$ cat src/rtl/instruction_fetch.sv
// Fetch stage: owns the PC, fetches over a req/ack imem port,
// and holds the result in the IF/ID register until decode takes it.
module instruction_fetch #(
   parameter logic [31:0] RESET_PC = 32'h0000_0000,
   parameter int unsigned PC_STEP  = 4
) (
   input  logic        clk,
   input  logic        rst,
   input  logic        id_ready,
   input  logic        branch_taken,
   input  logic [31:0] branch_target,
   output logic        imem_req,
   output logic [31:0] imem_addr,
   input  logic [31:0] imem_rdata,
   input  logic        imem_ack,
   output logic [31:0] IF_ID_IR,
   output logic [31:0] IF_ID_NPC,
   output logic [31:0] IF_ID_PC,
   output logic        IF_ID_valid
);

   localparam logic [31:0] STEP = PC_STEP[31:0];

   typedef enum logic [1:0] {
      S_IDLE = 2'd0,
      S_BUSY = 2'd1,
      S_DROP = 2'd2
   } state_t;

   state_t      r_state;
   state_t      w_next;
   logic [31:0] r_pc;
   logic [31:0] r_req_addr;
   logic [31:0] r_ir;
   logic [31:0] r_if_pc;
   logic [31:0] r_if_npc;
   logic        r_valid;

   logic        w_can_issue;
   logic        w_req;
   logic [31:0] w_addr;
   logic [31:0] w_npc;
   logic        w_capture;
   logic        w_unused;

   assign w_unused    = ^branch_target[1:0];
   assign w_can_issue = ~r_valid | id_ready;

   always_ff @(posedge clk) begin
      if (rst) r_state <= S_IDLE;
      else     r_state <= w_next;
   end

   always_comb begin
      w_next = r_state;
      case (r_state)
         S_IDLE: begin
            if (w_req & ~imem_ack) w_next = S_BUSY;
         end
         S_BUSY: begin
            if (branch_taken)
               w_next = imem_ack ? S_IDLE : S_DROP;
            else if (imem_ack)
               w_next = S_IDLE;
         end
         S_DROP: begin
            if (imem_ack) w_next = S_IDLE;
         end
         default: w_next = S_IDLE;
      endcase
   end

   // BUSY and DROP keep the original address until the ack arrives
   always_comb begin
      w_req  = 1'b0;
      w_addr = r_pc;
      case (r_state)
         S_IDLE: begin
            w_req  = w_can_issue & ~branch_taken;
            w_addr = r_pc;
         end
         S_BUSY, S_DROP: begin
            w_req  = 1'b1;
            w_addr = r_req_addr;
         end
         default: begin
            w_req  = 1'b0;
            w_addr = r_pc;
         end
      endcase
      if (rst) w_req = 1'b0;
   end

   assign imem_req  = w_req;
   assign imem_addr = w_addr;
   assign w_npc     = w_addr + STEP;

   assign w_capture = ~branch_taken & imem_ack &
                      ((r_state == S_IDLE & w_req) |
                       (r_state == S_BUSY));

   always_ff @(posedge clk) begin
      if (rst) begin
         r_pc       <= RESET_PC;
         r_req_addr <= RESET_PC;
         r_ir       <= '0;
         r_if_pc    <= '0;
         r_if_npc   <= '0;
         r_valid    <= 1'b0;
      end else begin
         if (branch_taken)
            r_pc <= {branch_target[31:2], 2'b00};
         else if (w_capture)
            r_pc <= w_npc;

         if (r_state == S_IDLE & w_req & ~imem_ack)
            r_req_addr <= r_pc;

         if (w_capture) begin
            r_ir     <= imem_rdata;
            r_if_pc  <= w_addr;
            r_if_npc <= w_npc;
         end

         // redirect flush wins over capture and consumption
         if (branch_taken)
            r_valid <= 1'b0;
         else if (w_capture)
            r_valid <= 1'b1;
         else if (id_ready)
            r_valid <= 1'b0;
      end
   end

   assign IF_ID_IR    = r_ir;
   assign IF_ID_NPC   = r_if_npc;
   assign IF_ID_PC    = r_if_pc;
   assign IF_ID_valid = r_valid;

endmodule
$ cat config.mk
export PLATFORM = sky130hd
export DESIGN_NAME = instruction_fetch
export DESIGN_NICKNAME = d
export VERILOG_FILES = /design/src/rtl/instruction_fetch.sv
export SDC_FILE = /design/constraint.sdc
export NUM_CORES = 1
export LEC_CHECK = 0
export ABC_AREA = 1
export CAP_MARGIN = 20
export CORE_AREA = 3 3 132 134
export CTS_BUF_LIST = sky130_fd_sc_hd__clkbuf_2 sky130_fd_sc_hd__clkbuf_4 sky130_fd_sc_hd__clkbuf_8
export DETAILED_ROUTE_END_ITERATION = 12
export DIE_AREA = 0 0 135 137
export PLACE_DENSITY_LB_ADDON = 0.25
export SLEW_MARGIN = 20
export SYNTH_ARGS = -nofsm -noshare
export SYNTH_HDL_FRONTEND = slang
export SYNTH_SLANG_ARGS = --single-unit
export TNS_END_PERCENT = 30
$ cat constraint.sdc
create_clock -name clk -period 4.5 [get_ports clk]
set_input_delay 1.35 -clock clk [delete_from_list [all_inputs] [get_ports clk]]
set_output_delay 1.35 -clock clk [all_outputs]
set_load 0.05 [all_outputs]
Word-level counts from Yosys, hierarchy flattened:

Cells that the tools add are included.

* register bits: 163
* input bits: 69
* output and inout bits: 130
* logic and storage cells: 40

* add/subtract/negate cells: 1
* equality and inequality tests: 3
* multiplexer cells: 12
* bitwise logic cells: 11
* reduce and logical (&&, ||, !) cells: 5

Operator list (number)
* $mux W32: 3
* $add A32 B3 Y32 const B: 1
* $mux W2: 4
* $and A1 B1 Y1: 6
* $pmux W2 S3: 1
* $reduce_bool A2 Y1: 2
* $reduce_or A2 Y1: 2
* $mux W1: 3
* $not A1 Y1: 3
* $eq A2 B1 Y1 const B: 1
* $eq A2 B2 Y1 const B: 1
* $logic_not A2 Y1: 1
* $ne A2 B2 Y1 const B: 1
* $or A1 B1 Y1: 2
* $pmux W1 S2: 1

Logic depth before layout (Yosys ltp):

Gate-level depths: netlist of run 1.

* word-level depth: 10
* gate-level depth with buffers: 17
* gate-level depth less buffers: 16

Worst setup path before layout of run 1:

OpenSTA, ideal clock, no wires.

* path type: input to output
* from: input branch_taken
* to: output imem_req
* arrival time: 2.105 ns
* required time: 3.150 ns
* slack: 1.045 ns
* stages: 6
* buffers on the path: 1
* path through: buf_2 nor2_1 nand2_1 nand2_1 nand2_1 inv_1

* cells in the longest elaborated chain, start to end: 4

Ends and longest elaborated chain
* start: declaration: line 10 `input logic branch_taken,`
* $not A1 Y1: line 79 `w_req = w_can_issue & ~branch_taken;`
* $and A1 B1 Y1: line 79
* $pmux W1 S2: line 77 `case (r_state)`
* $mux W1: line 91 `if (rst) w_req = 1'b0;`
* end: declaration: line 12 `output logic imem_req,`

No other way between the ends.

Worst setup path in the final report of run 1:

* from: register r_state[1]
* to: output imem_addr[15]

* cells in the longest elaborated chain, start to end: 3
* elaborated cells between the ends (all ways): 4
* classes of those cells: eq/ne (2); mux (1); reduce/logical (1)

Ends and longest elaborated chain
* start: declaration: line 30 `state_t r_state;`
* start signal: assignment: line 51 `else r_state <= w_next;`
* $eq A2 B1 Y1 / $eq A2 B2 Y1 (equally long branches): line 77
* $reduce_or A2 Y1 *: line 77
* $mux W32 *: line 77
* end: declaration: line 13 `output logic [31:0] imem_addr,`

Mark *: on every way between the ends. The rest lies on a longest branch, timed or not.

==> summary.txt, run 1 <==
Outcome
  – Result of the run: completed

Power
  – Power, Total: between 5 and 6 mW
  – Sw frac: 0.464
  – Int Power: roughly 2.7 mW
  – Reg power frac: 0.335
  – Net Switching: 2.38 mW
  – Power density over the cells: 528 nW/um2
  – Proportion of power drawn by combinational gates: 0.472
  – IR drop worst, VDD: 0.372 mV
  – Lkg Pwr: about 3.9 nW
  – Part of the total power dissipated in the clock network: 0.193

Global route
  – Overflow after GRT: 0
  – Initial antenna violation count: 0
  – Maximum number of pins on one net before global-route repair: 85
  – Number of global-route vias before repair: approximately 6900
  – Total GRT Usage: 0.242
  – Global-route wire length before repair: 35.7 mm

Worst setup path
  – Critical Path Fanout Max: 38
  – CP max-delay cell: sky130_fd_sc_hd__inv_2
  – Signal arrival time at the worst endpoint: 2.45 ns
  – Crit path launch type: flop
  – Critical path capture point type: output port
  – Critical Path Most Common Cell: sky130_fd_sc_hd__nand2_1
  – Critical path cell sequence: inv_1, ha_1, inv_2, nand2_1, nand2_1, buf_4
  – Worst reg2reg path startpoint: r_state[1]
  – Critical path required time: 3.15 ns
  – Kind of critical path: flop to output port
  – Crit path launch: r_state[1]
  – Buffers and inverters on the worst path: 3
  – Biggest cell delay along the critical path: 0.56 ns
  – Worst-case reg-to-reg path depth: 14
  – Kind of cell adding the most delay to the critical path: buffers and inverters
  – CP Depth: 6

Worst hold path
  – Path type of the worst min-delay path: flop to flop
  – Min-Delay Startpoint: r_req_addr[1]
  – Cells on Worst Hold Path: 2

Cells and area
  – Most frequent cells in the layout: 283 x sky130_fd_sc_hd__nand2_1, 162 x sky130_fd_sc_hd__clkdlybuf4s50_1, 161 x sky130_fd_sc_hd__dfxtp_1
  – Share of post-route cells with drive strength above 1: 0.105
  – Multi-input logic area: about 3500 um2
  – Fill cell count: 1544
  – Most common library cell in the layout ignoring fill and taps: sky130_fd_sc_hd__nand2_1
  – Number of diodes added for antenna fixing: 0
  – Post-layout net count: 1318
  – Area growth from synthesis to final layout: 31.6%
  – Area taken by flip-flops and latches: approximately 3200 um2
  – Final core utilization: 0.591

Clock tree
  – Maximum count of clock buffers along a single path: 2
  – Setup Fix Bufs, Post-CTS: 0
  – Number of resized instances in the post-cts repair step: 0
  – Clock tree from TritonCTS: done
  – Clock slew at the register clock pins of the worst setup and hold paths: 0.08 ns
  – Number of levels the H-tree was split into: 4
  – Count of clock tree sinks: 161
  – Clock root buffer: sky130_fd_sc_hd__clkbuf_8
  – Total clock buffers created by CTS: 17
  – Clock latency of the later-clocked register in the worst-skew pair: 0.45 ns
  – Hold Buf Count CTS: 0

Floorplan
  – Effective utilization at floorplan: 0.449
  – Core area: 16400 um2
  – Top Ports: around 200
  – Die outline area: ~18000 um2
  – Row count: 47
  – Die width: 135 um
  – Height of the die: ~140 um

Synth
  – Register bit count reported by yosys: 161
  – Net count of the mapped netlist: 1152
  – Synthesized area per cell: slightly below 7 um2
  – Post-Syn Area: 7370 um2
  – Yosys Warn Count: 0
  – Gate count of the mapped netlist: 1078
  – Count of distinct cell types in the synthesized netlist: 29
  – Sequential fraction of the synthesis area: 0.437

Routing
  – Number of search-and-repair iterations in the first detailed-routing pass: 5
  – Count of vias placed by the detailed router: 7440
  – Total length of routed met2 wires: 9.52 mm
  – Via count normalized by instance count: a little over 5
  – Post-detailed-routing wire length: 22.2 mm
  – First DRT Iteration DRCs: 501
  – Metal-1 WL: a little over 10 mm
  – DRC violation count after routing: 0
  – Count of nets left with antenna violations after detail routing: 0
  – Detailed-route wire length per cell: 15.0 um
  – Top Metal Used: met4
  – Total met3 wirelength after detailed routing: 1.82 mm

Timing
  – Final-report max-slew violation count: 0
  – Setup-failing EPs final: 0
  – Min Tclk post-route: about 3.8 ns
  – Peak clock frequency supported by timing: about 260 MHz
  – Slew margin rel.: 0.375
  – Final count of hold timing violations: 0
  – Final setup TNS: 0 ns
  – Clock skew after layout: 0.0124 ns
  – Share of the clock period used by the worst path: 0.844
  – Slew at the pin with the worst max-slew slack: between 0.9 and 1 ns
  – RSZ-0062 raised after global routing: false

Placed design
  – Routability congestion estimate from global placement: between 0.8 and 0.9
  – Detailed-placement wirelength estimate: 14.9 mm
  – Count of buffers inserted at the top-level ports: 196

Run
  – Max-capacitance violation count: 0
power groups by stage:
stage / Sequential (mW) / Combinational [mW] / Clock [mW]
2_1_floorplan: 2.18 / 1.29 / 0
3_3_place_gp: 1.74 / 2.39 / 0
3_5_place_dp: 1.75 / 2.41 / 0
4_1_cts: 1.72 / 2.42 / 1.01
5_1_grt: 1.74 / 2.61 / 1.07
6_report: 1.72 / 2.41 / 0.987
cells in the mapped netlist, drive strengths merged:
cell | number | area (um2)
a21oi | 105 | 526
dfxtp | 161 | 3220
a31oi | 6 | 37.5
and2 | 1 | 6.26
inv | 92 | 345
nand3 | 72 | 360
xor2 | 2 | 17.5
o21ai | 87 | 435
clkinv | 1 | 3.75
o21a | 4 | 30.0
clkbuf | 32 | 120
or2 | 1 | 6.26
ha | 5 | 62.6
nand4 | 1 | 6.26
nor2 | 159 | 679
o211ai | 1 | 7.51
nand2 | 311 | 1260
a211oi | 5 | 37.5
buf | 32 | 208
through the flow:
step / hold slack, ns / setup WS [ns] / cells / cell area, um2
floorplan: 0.424 / 1.05 / 1078 / 7370
global placement: 0.434 / 0.755 / 1445 / 9350
detailed placement: 0.440 / 0.749 / 1445 / 9350
CTS: 0.451 / 0.662 / 1476 / 9700
global route: 0.475 / 0.465 / 1476 / 9700
finish: 0.448 / 0.701 / 1476 / 9700
final cells by class:
cell class	instances	area share
clock buffers	20	0.0271
repair buffers	211	0.209
multi-input cells	760	0.358
clock inverters	11	0.00916
inverters	93	0.0361
flip-flops and latches	161	0.332
well taps	220	0.0284
state kept, by name, indices dropped and copies added, names as in the netlist:
signal and count:
r_state 2, r_pc 32, r_req_addr 32, IF_ID_valid 1
IF_ID_IR 32, IF_ID_PC 32, IF_ID_NPC 30
layer usage:
metal,GRT usage,vias up
met5,0,-
met1,0.338,3347
met4,0.0750,0
met2,0.365,302
met3,0.0640,36
li1,-,3755
kinds of logic after synthesis:
family	count (synthesis)	share of synthesized area
AND/OR/NAND/NOR	545	0.314
buffers and inverters	157	0.0918
XOR/XNOR	2	0.00238
AO/OA/AOI/OAI	208	0.146
adder cells (fa/ha/maj)	5	0.00849
flip-flops	161	0.437
worst reg2reg max path: cells and delay by family, from the launching register on:
family,cells,cell delay (ns)
AO/OA/AOI/OAI,1,0.15
flip-flops,1,0.42
AND/OR/NAND/NOR,9,1.32
buffers and inverters,2,0.66
adder cells (fa/ha/maj),2,0.51
path summary, 6_finish.rpt:
check             endpoint  slack [ns]
max          imem_addr[15]        0.70
min          r_req_addr[1]        0.45
max reg2reg  IF_ID_NPC[24]        1.37
min reg2reg  r_req_addr[1]        0.45
(Power assumes the default switching activity.)
==> inputs of run 2 (changes only) <==
==> constraint.sdc (replaced) <==
create_clock -name clk -period 3.6 [get_ports clk]
set_input_delay 1.08 -clock clk [delete_from_list [all_inputs] [get_ports clk]]
set_output_delay 1.08 -clock clk [all_outputs]
set_load 0.05 [all_outputs]
==> summary.txt, run 2 (synthesis results as in run 1) <==
Worst setup path
  – Critical path capture point type: output port (unchanged)
  – Worst-case reg-to-reg path depth: 14 (unchanged)
  – Worst reg2reg path startpoint: r_state[1] (unchanged)
  – Worst r2r dst: r_pc[24] (was IF_ID_NPC[24])
  – Biggest cell delay along the critical path: 0.42 ns (was 0.56 ns)
  – CP max-delay cell: sky130_fd_sc_hd__dfxtp_1 (was sky130_fd_sc_hd__inv_2)
  – Kind of critical path: flop to output port (unchanged)
  – R2R setup slack: 0.55 ns (was 1.37 ns)
  – Critical Path Fanout Max: 22 (was 38)
  – Critical path cell sequence: inv_1, ha_1, inv_2, buf_12, nand2_1, nand2_1, buf_4 (was inv_1, ha_1, inv_2, nand2_1, nand2_1, buf_4)
  – Crit path launch type: flop (unchanged)
  – Critical path required time: 2.52 ns (was 3.15 ns)
  – Signal arrival time at the worst endpoint: 2.29 ns (was 2.45 ns)
  – Critical Path Most Common Cell: sky130_fd_sc_hd__nand2_1 (unchanged)

Floorplan
  – Top Ports: 199 (unchanged)
  – Row count: 47 (unchanged)
  – Height of the die: 137 um (unchanged)
  – Die outline area: 18500 um2 (unchanged)
  – Effective utilization at floorplan: 0.449 (unchanged)
  – Die width: 135 um (unchanged)
  – Core area: 16400 um2 (unchanged)

Routing
  – DRC violation count after routing: 0 (unchanged)
  – Count of vias placed by the detailed router: 7479 (was 7440)
  – Count of nets left with antenna violations after detail routing: 0 (unchanged)
  – Number of search-and-repair iterations in the first detailed-routing pass: 7 (was 5)
  – First DRT Iteration DRCs: 664 (was 501)
  – Via count normalized by instance count: 5.06 (was 5.04)
  – Post-detailed-routing wire length: 22.4 mm (was 22.2 mm)
  – Detailed-route wire length per cell: 15.1 um (was 15.0 um)

Cells and area
  – Fill cell count: 1542 (was 1544)
  – Design Area, Final: 9850 um2 (was 9700 um2)
  – Area growth from synthesis to final layout: 33.6% (was 31.6%)
  – Most common library cell in the layout ignoring fill and taps: sky130_fd_sc_hd__nand2_1 (unchanged)
  – Most frequent cells in the layout: 283 x sky130_fd_sc_hd__nand2_1, 162 x sky130_fd_sc_hd__clkdlybuf4s50_1, 161 x sky130_fd_sc_hd__dfxtp_1 (unchanged)
  – Share of post-route cells with drive strength above 1: 0.107 (was 0.105)
  – Number of diodes added for antenna fixing: 0 (unchanged)
  – Post-layout net count: 1321 (was 1318)

Timing
  – Share of the clock period used by the worst path: 0.935
  – Peak clock frequency supported by timing: 297 MHz
  – Clock skew after layout: 0.0185 ns (was 0.0124 ns)
  – Setup-failing EPs final: 0 (unchanged)
  – Final-report max-slew violation count: 0 (unchanged)
  – Slew at the pin with the worst max-slew slack: 0.954 ns (was 0.938 ns)
  – Final setup TNS: 0 ns (unchanged)
  – Final count of hold timing violations: 0 (unchanged)
  – RSZ-0062 raised after global routing: false (unchanged)
  – Min Tclk post-route: ~3.4 ns
  – Slew margin rel.: 0.364 (was 0.375)

Clock tree
  – Number of resized instances in the post-cts repair step: 0 (unchanged)
  – Maximum count of clock buffers along a single path: 2 (unchanged)
  – Count of clock tree sinks: 161 (unchanged)
  – Clock tree from TritonCTS: done (unchanged)
  – Clock slew at the register clock pins of the worst setup and hold paths: 0.08 ns (about the same)
  – Clock latency of the later-clocked register in the worst-skew pair: 0.47 ns (was 0.45 ns)
  – Setup Fix Bufs, Post-CTS: 0 (unchanged)
  – Hold Buf Count CTS: 0 (unchanged)
  – Clock root buffer: sky130_fd_sc_hd__clkbuf_8 (unchanged)
  – Number of levels the H-tree was split into: 4 (unchanged)
  – Total clock buffers created by CTS: 17 (unchanged)

Global route
  – Number of global-route vias before repair: 6660 (was 6887)
  – Global-route wire length before repair: 34.7 mm (was 35.7 mm)
  – Overflow after GRT: 0 (unchanged)
  – Maximum number of pins on one net before global-route repair: 85 (unchanged)
  – Initial antenna violation count: 0 (unchanged)
  – Total GRT Usage: 0.237 (was 0.242)

Placed design
  – Count of buffers inserted at the top-level ports: 196 (unchanged)
  – Routability congestion estimate from global placement: 0.876 (was 0.871)
  – Detailed-placement wirelength estimate: 15.5 mm (was 14.9 mm)
  – DP Area: 9450 um2 (was 9350 um2)

Outcome
  – Result of the run: completed (unchanged)

Run
  – Max-capacitance violation count: 0 (unchanged)

Power
  – Lkg Pwr: 3.90 nW (was 3.85 nW)
  – Power density over the cells: 674 nW/um2 (was 528 nW/um2)
  – IR drop worst, VDD: 0.361 mV (was 0.372 mV)

Worst hold path
  – Worst-case hold path end point: r_req_addr[0] (was r_req_addr[1])
  – Min-Delay Startpoint: r_req_addr[0] (was r_req_addr[1])
  – Cells on Worst Hold Path: 2 (unchanged)
  – Path type of the worst min-delay path: flop to flop (unchanged)
==> run 2: cell count changes in the layout (fill, tap and decap cells not counted), sizes merged <==
cell | previous run | this run
buf | 49 | 52
bufinv | 1 | 2
clkbuf | 20 | 22
clkinv | 9 | 5
clkinvlp | 2 | 3
==> run 2: critical path, delay by kind of cell (launching register included) <==
kind,cells,cell delay (ns)
fa+ha+maj,1,0.34
simple gates,2,0.26
flops,1,0.42
buf+inv,4,0.80
==> run 2: worst max-delay path by stage <==
stage / startpoint / depth (start not counted) / end / slack, ns
floorplan: r_state[0] / 14 / IF_ID_NPC[16] / 0.50
global placement: branch_taken / 8 / r_pc[2] / 0.39
detailed placement: branch_taken / 9 / r_pc[27] / 0.35
CTS: r_state[1] / 7 / imem_addr[31] / 0.15
global route: r_state[0] / 6 / imem_addr[31] / 0.09
finish: r_state[0] / 7 / imem_addr[28] / 0.23
==> run 2: metal layers <==
| layer | global-route usage | part of all wire |
|---|---|---|
| met5 | 0 | 0 |
| met4 | 0.0801 | 0.020 |
| met3 | 0.0529 | 0.072 |
| met2 | 0.361 | 0.43 |
| met1 | 0.332 | 0.47 |
==> run 2: cell type report <==
| cell class | instances | area [um2] | share of cell area |
|---|---|---|---|
| tap | 220 | 275 | 0.0280 |
| clock buffer | 22 | 290 | 0.0295 |
| inverter | 93 | 350 | 0.0356 |
| sequential | 161 | 3220 | 0.327 |
| timing repair buffer | 214 | 2130 | 0.216 |
| multi-input combinational | 760 | 3470 | 0.353 |
| clock inverter | 9 | 106 | 0.0108 |
==> run 2: metrics by stage <==
step	util	cells	setup slack, ns	total power, mW	hold slack (ns)
2_1_floorplan	-	1078	0.503	4.35	0.424
3_3_place_gp	0.576	1448	0.387	5.29	0.434
3_5_place_dp	0.576	1448	0.347	5.33	0.441
4_1_cts	0.600	1479	0.146	6.66	0.452
5_1_grt	0.600	1479	0.0909	7.00	0.479
6_report	0.600	1479	0.233	6.64	0.448
==> run 2: power breakdown <==
group | internal [mW] | leakage [nW] | switching [mW] | total [mW]
clock network | 0.681 | 0.198 | 0.661 | 1.34
registers | 2.02 | 1.31 | 0.134 | 2.15
logic | 0.947 | 2.40 | 2.20 | 3.14
==> inputs of run 3 (changes only) <==
--- a/config.mk
+++ b/config.mk
@@ -7,10 +7,11 @@
 export LEC_CHECK = 0
 export ABC_AREA = 1
 export CAP_MARGIN = 20
-export CORE_AREA = 3 3 132 134
+export CORE_AREA = 3 3 148 121
 export CTS_BUF_LIST = sky130_fd_sc_hd__clkbuf_2 sky130_fd_sc_hd__clkbuf_4 sky130_fd_sc_hd__clkbuf_8
 export DETAILED_ROUTE_END_ITERATION = 12
-export DIE_AREA = 0 0 135 137
+export DIE_AREA = 0 0 151 124
+export MAX_ROUTING_LAYER = met4
 export PLACE_DENSITY_LB_ADDON = 0.25
 export SLEW_MARGIN = 20
 export SYNTH_ARGS = -nofsm -noshare
==> summary.txt, run 3 (synthesis results as in run 1) <==
Cells and area
  – Most frequent cells in the layout: 283 x sky130_fd_sc_hd__nand2_1, 162 x sky130_fd_sc_hd__clkdlybuf4s50_1, 161 x sky130_fd_sc_hd__dfxtp_1 (unchanged)
  – Post-layout net count: 1324 (was 1321)
  – Number of diodes added for antenna fixing: 0 (unchanged)
  – Most common library cell in the layout ignoring fill and taps: sky130_fd_sc_hd__nand2_1 (unchanged)
  – Share of post-route cells with drive strength above 1: 0.108 (was 0.107)
  – Area growth from synthesis to final layout: 34.4% (was 33.6%)

Clock tree
  – Total clock buffers created by CTS: 17 (unchanged)
  – Number of resized instances in the post-cts repair step: 0 (unchanged)
  – Number of levels the H-tree was split into: 4 (unchanged)
  – Clock latency of the later-clocked register in the worst-skew pair: 0.45 ns (was 0.47 ns)
  – Maximum count of clock buffers along a single path: 2 (unchanged)
  – Count of clock tree sinks: 161 (unchanged)
  – Clock tree from TritonCTS: done (unchanged)
  – Clock slew at the register clock pins of the worst setup and hold paths: 0.08 ns (about the same)
  – Setup Fix Bufs, Post-CTS: 0 (unchanged)
  – Hold Buf Count CTS: 0 (unchanged)
  – Clock root buffer: sky130_fd_sc_hd__clkbuf_8 (unchanged)

Power
  – Sw frac: 0.436 (was 0.451)
  – Part of the total power dissipated in the clock network: 0.227 (was 0.202)
  – Reg power frac: 0.315 (was 0.324)
  – Power density over the cells: 691 nW/um2 (was 674 nW/um2)
  – IR drop worst, VDD: 0.335 mV (was 0.361 mV)
  – Net Switching: 2.99 mW (about the same)
  – Power, Total: 6.85 mW (was 6.64 mW)
  – Int Power: 3.86 mW (was 3.65 mW)
  – Lkg Pwr: 3.94 nW (was 3.90 nW)
  – Proportion of power drawn by combinational gates: 0.458 (was 0.473)

Worst setup path
  – Critical path capture point type: output port (unchanged)
  – Worst-case reg-to-reg path depth: 15 (was 14)
  – Kind of critical path: flop to output port (unchanged)
  – Worst reg2reg path startpoint: r_state[1] (unchanged)
  – Crit path launch type: flop (unchanged)
  – Worst r2r dst: IF_ID_NPC[24] (was r_pc[24])
  – Critical Path Fanout Max: 38 (was 22)
  – Critical path required time: 2.52 ns (about the same)
  – Signal arrival time at the worst endpoint: 2.30 ns (was 2.29 ns)
  – R2R setup slack: 0.54 ns (was 0.55 ns)

Global route
  – Maximum number of pins on one net before global-route repair: 85 (unchanged)
  – Total GRT Usage: 0.247 (was 0.237)
  – Number of global-route vias before repair: 6737 (was 6660)
  – Initial antenna violation count: 0 (unchanged)
  – Overflow after GRT: 0 (unchanged)
  – Global-route wire length before repair: 35.2 mm (was 34.7 mm)

Worst hold path
  – Path type of the worst min-delay path: flop to flop (unchanged)
  – Cells on Worst Hold Path: 2 (unchanged)
  – Min-Delay Startpoint: r_req_addr[1] (was r_req_addr[0])
  – Worst-case hold path end point: r_req_addr[1] (was r_req_addr[0])

Placed design
  – Detailed-placement wirelength estimate: 15.8 mm (was 15.5 mm)
  – Count of buffers inserted at the top-level ports: 196 (unchanged)
  – Routability congestion estimate from global placement: 0.915 (was 0.876)

Timing
  – Peak clock frequency supported by timing: 296 MHz (was 297 MHz)
  – Setup-failing EPs final: 0 (unchanged)
  – Final count of hold timing violations: 0 (unchanged)
  – Slew at the pin with the worst max-slew slack: 0.897 ns (was 0.954 ns)
  – Share of the clock period used by the worst path: 0.940 (was 0.935)
  – Clock skew after layout: 0.00828 ns (was 0.0185 ns)
  – Min Tclk post-route: 3.38 ns (was 3.37 ns)
  – Slew margin rel.: 0.402 (was 0.364)
  – Final-report max-slew violation count: 0 (unchanged)
  – Final setup TNS: 0 ns (unchanged)
  – RSZ-0062 raised after global routing: false (unchanged)

Routing
  – Detailed-route wire length per cell: 15.2 um (was 15.1 um)
  – Count of vias placed by the detailed router: 7421 (was 7479)
  – Via count normalized by instance count: 5.01 (was 5.06)
  – First DRT Iteration DRCs: 566 (was 664)
  – Number of search-and-repair iterations in the first detailed-routing pass: 5 (was 7)
  – DRC violation count after routing: 0 (unchanged)
  – Post-detailed-routing wire length: 22.5 mm (was 22.4 mm)
  – Count of nets left with antenna violations after detail routing: 0 (unchanged)

Floorplan
  – Core area: 16500 um2 (was 16400 um2)
  – Effective utilization at floorplan: 0.447 (was 0.449)
  – Height of the die: 124 um (was 137 um)
  – Row count: 42 (was 47)
  – Top Ports: 199 (unchanged)
  – Die outline area: 18700 um2 (was 18500 um2)
  – Die width: 151 um (was 135 um)

Run
  – Max-capacitance violation count: 0 (unchanged)

Outcome
  – Result of the run: completed (unchanged)
## run 3: cell count changes in the layout (fill, tap and decap cells not counted), sizes merged
cell	change
buf	+3
bufinv	+3
clkinv	-3
clkinvlp	-3
clkbuf	+2
inv	-1
## run 3: worst max-delay path by stage
stage                         end  depth (start not counted)  slack, ns    startpoint
floorplan           IF_ID_NPC[16]                         14       0.50    r_state[0]
global route        imem_addr[31]                          7       0.02    r_state[1]
CTS                 imem_addr[31]                          7       0.18    r_state[1]
global placement         imem_req                          7       0.40  branch_taken
finish              imem_addr[31]                          7       0.22    r_state[1]
detailed placement       imem_req                          7       0.38  branch_taken
## run 3: final cells by class
| class | count | area, um2 |
|---|---|---|
| inverters | 93 | 350 |
| well taps | 220 | 275 |
| multi-input cells | 760 | 3470 |
| repair buffers | 217 | 2120 |
| flip-flops and latches | 161 | 3220 |
| clock inverters | 5 | 150 |
| fillers | 1561 | 6600 |
| clock buffers | 24 | 312 |
## run 3: per-layer routing
| metal | global-route usage | vias up | part of all wire |
|---|---|---|---|
| met2 | 0.371 | 291 | 0.44 |
| li1 | - | 3755 | - |
| met1 | 0.338 | 3357 | 0.47 |
| met5 | - | - | 0 |
| met4 | 0.0595 | 0 | 0.0072 |
| met3 | 0.0582 | 18 | 0.081 |
## run 3: power by group through the flow
stage,registers [mW],clock network (mW),logic (mW)
2_1_floorplan,2.73,0,1.62
3_3_place_gp,2.19,0,3.09
3_5_place_dp,2.20,0,3.11
4_1_cts,2.16,1.58,3.13
5_1_grt,2.19,1.66,3.34
6_report,2.16,1.55,3.14
## run 3: critical path, stage by stage, from the launching register on
cell and delay (ns):
sky130_fd_sc_hd__dfxtp_1 0.41, sky130_fd_sc_hd__inv_1 0.10, sky130_fd_sc_hd__ha_1 0.31, sky130_fd_sc_hd__buf_4 0.42
sky130_fd_sc_hd__nand2_1 0.09, sky130_fd_sc_hd__o21ai_0 0.15, sky130_fd_sc_hd__inv_1 0.18, sky130_fd_sc_hd__buf_12 0.19
## run 3: metrics by stage
stage	instances	instance area, um2	setup slack, ns	hold WS [ns]	utilization
final	1480	9900	0.216	0.455	0.600
after global routing	1480	9900	0.0160	0.467	0.600
after CTS	1480	9900	0.177	0.457	0.600
after detailed placement	1451	9440	0.385	0.446	0.572
after global placement	1451	9440	0.399	0.433	0.572
after floorplan	1078	7370	0.503	0.424	-
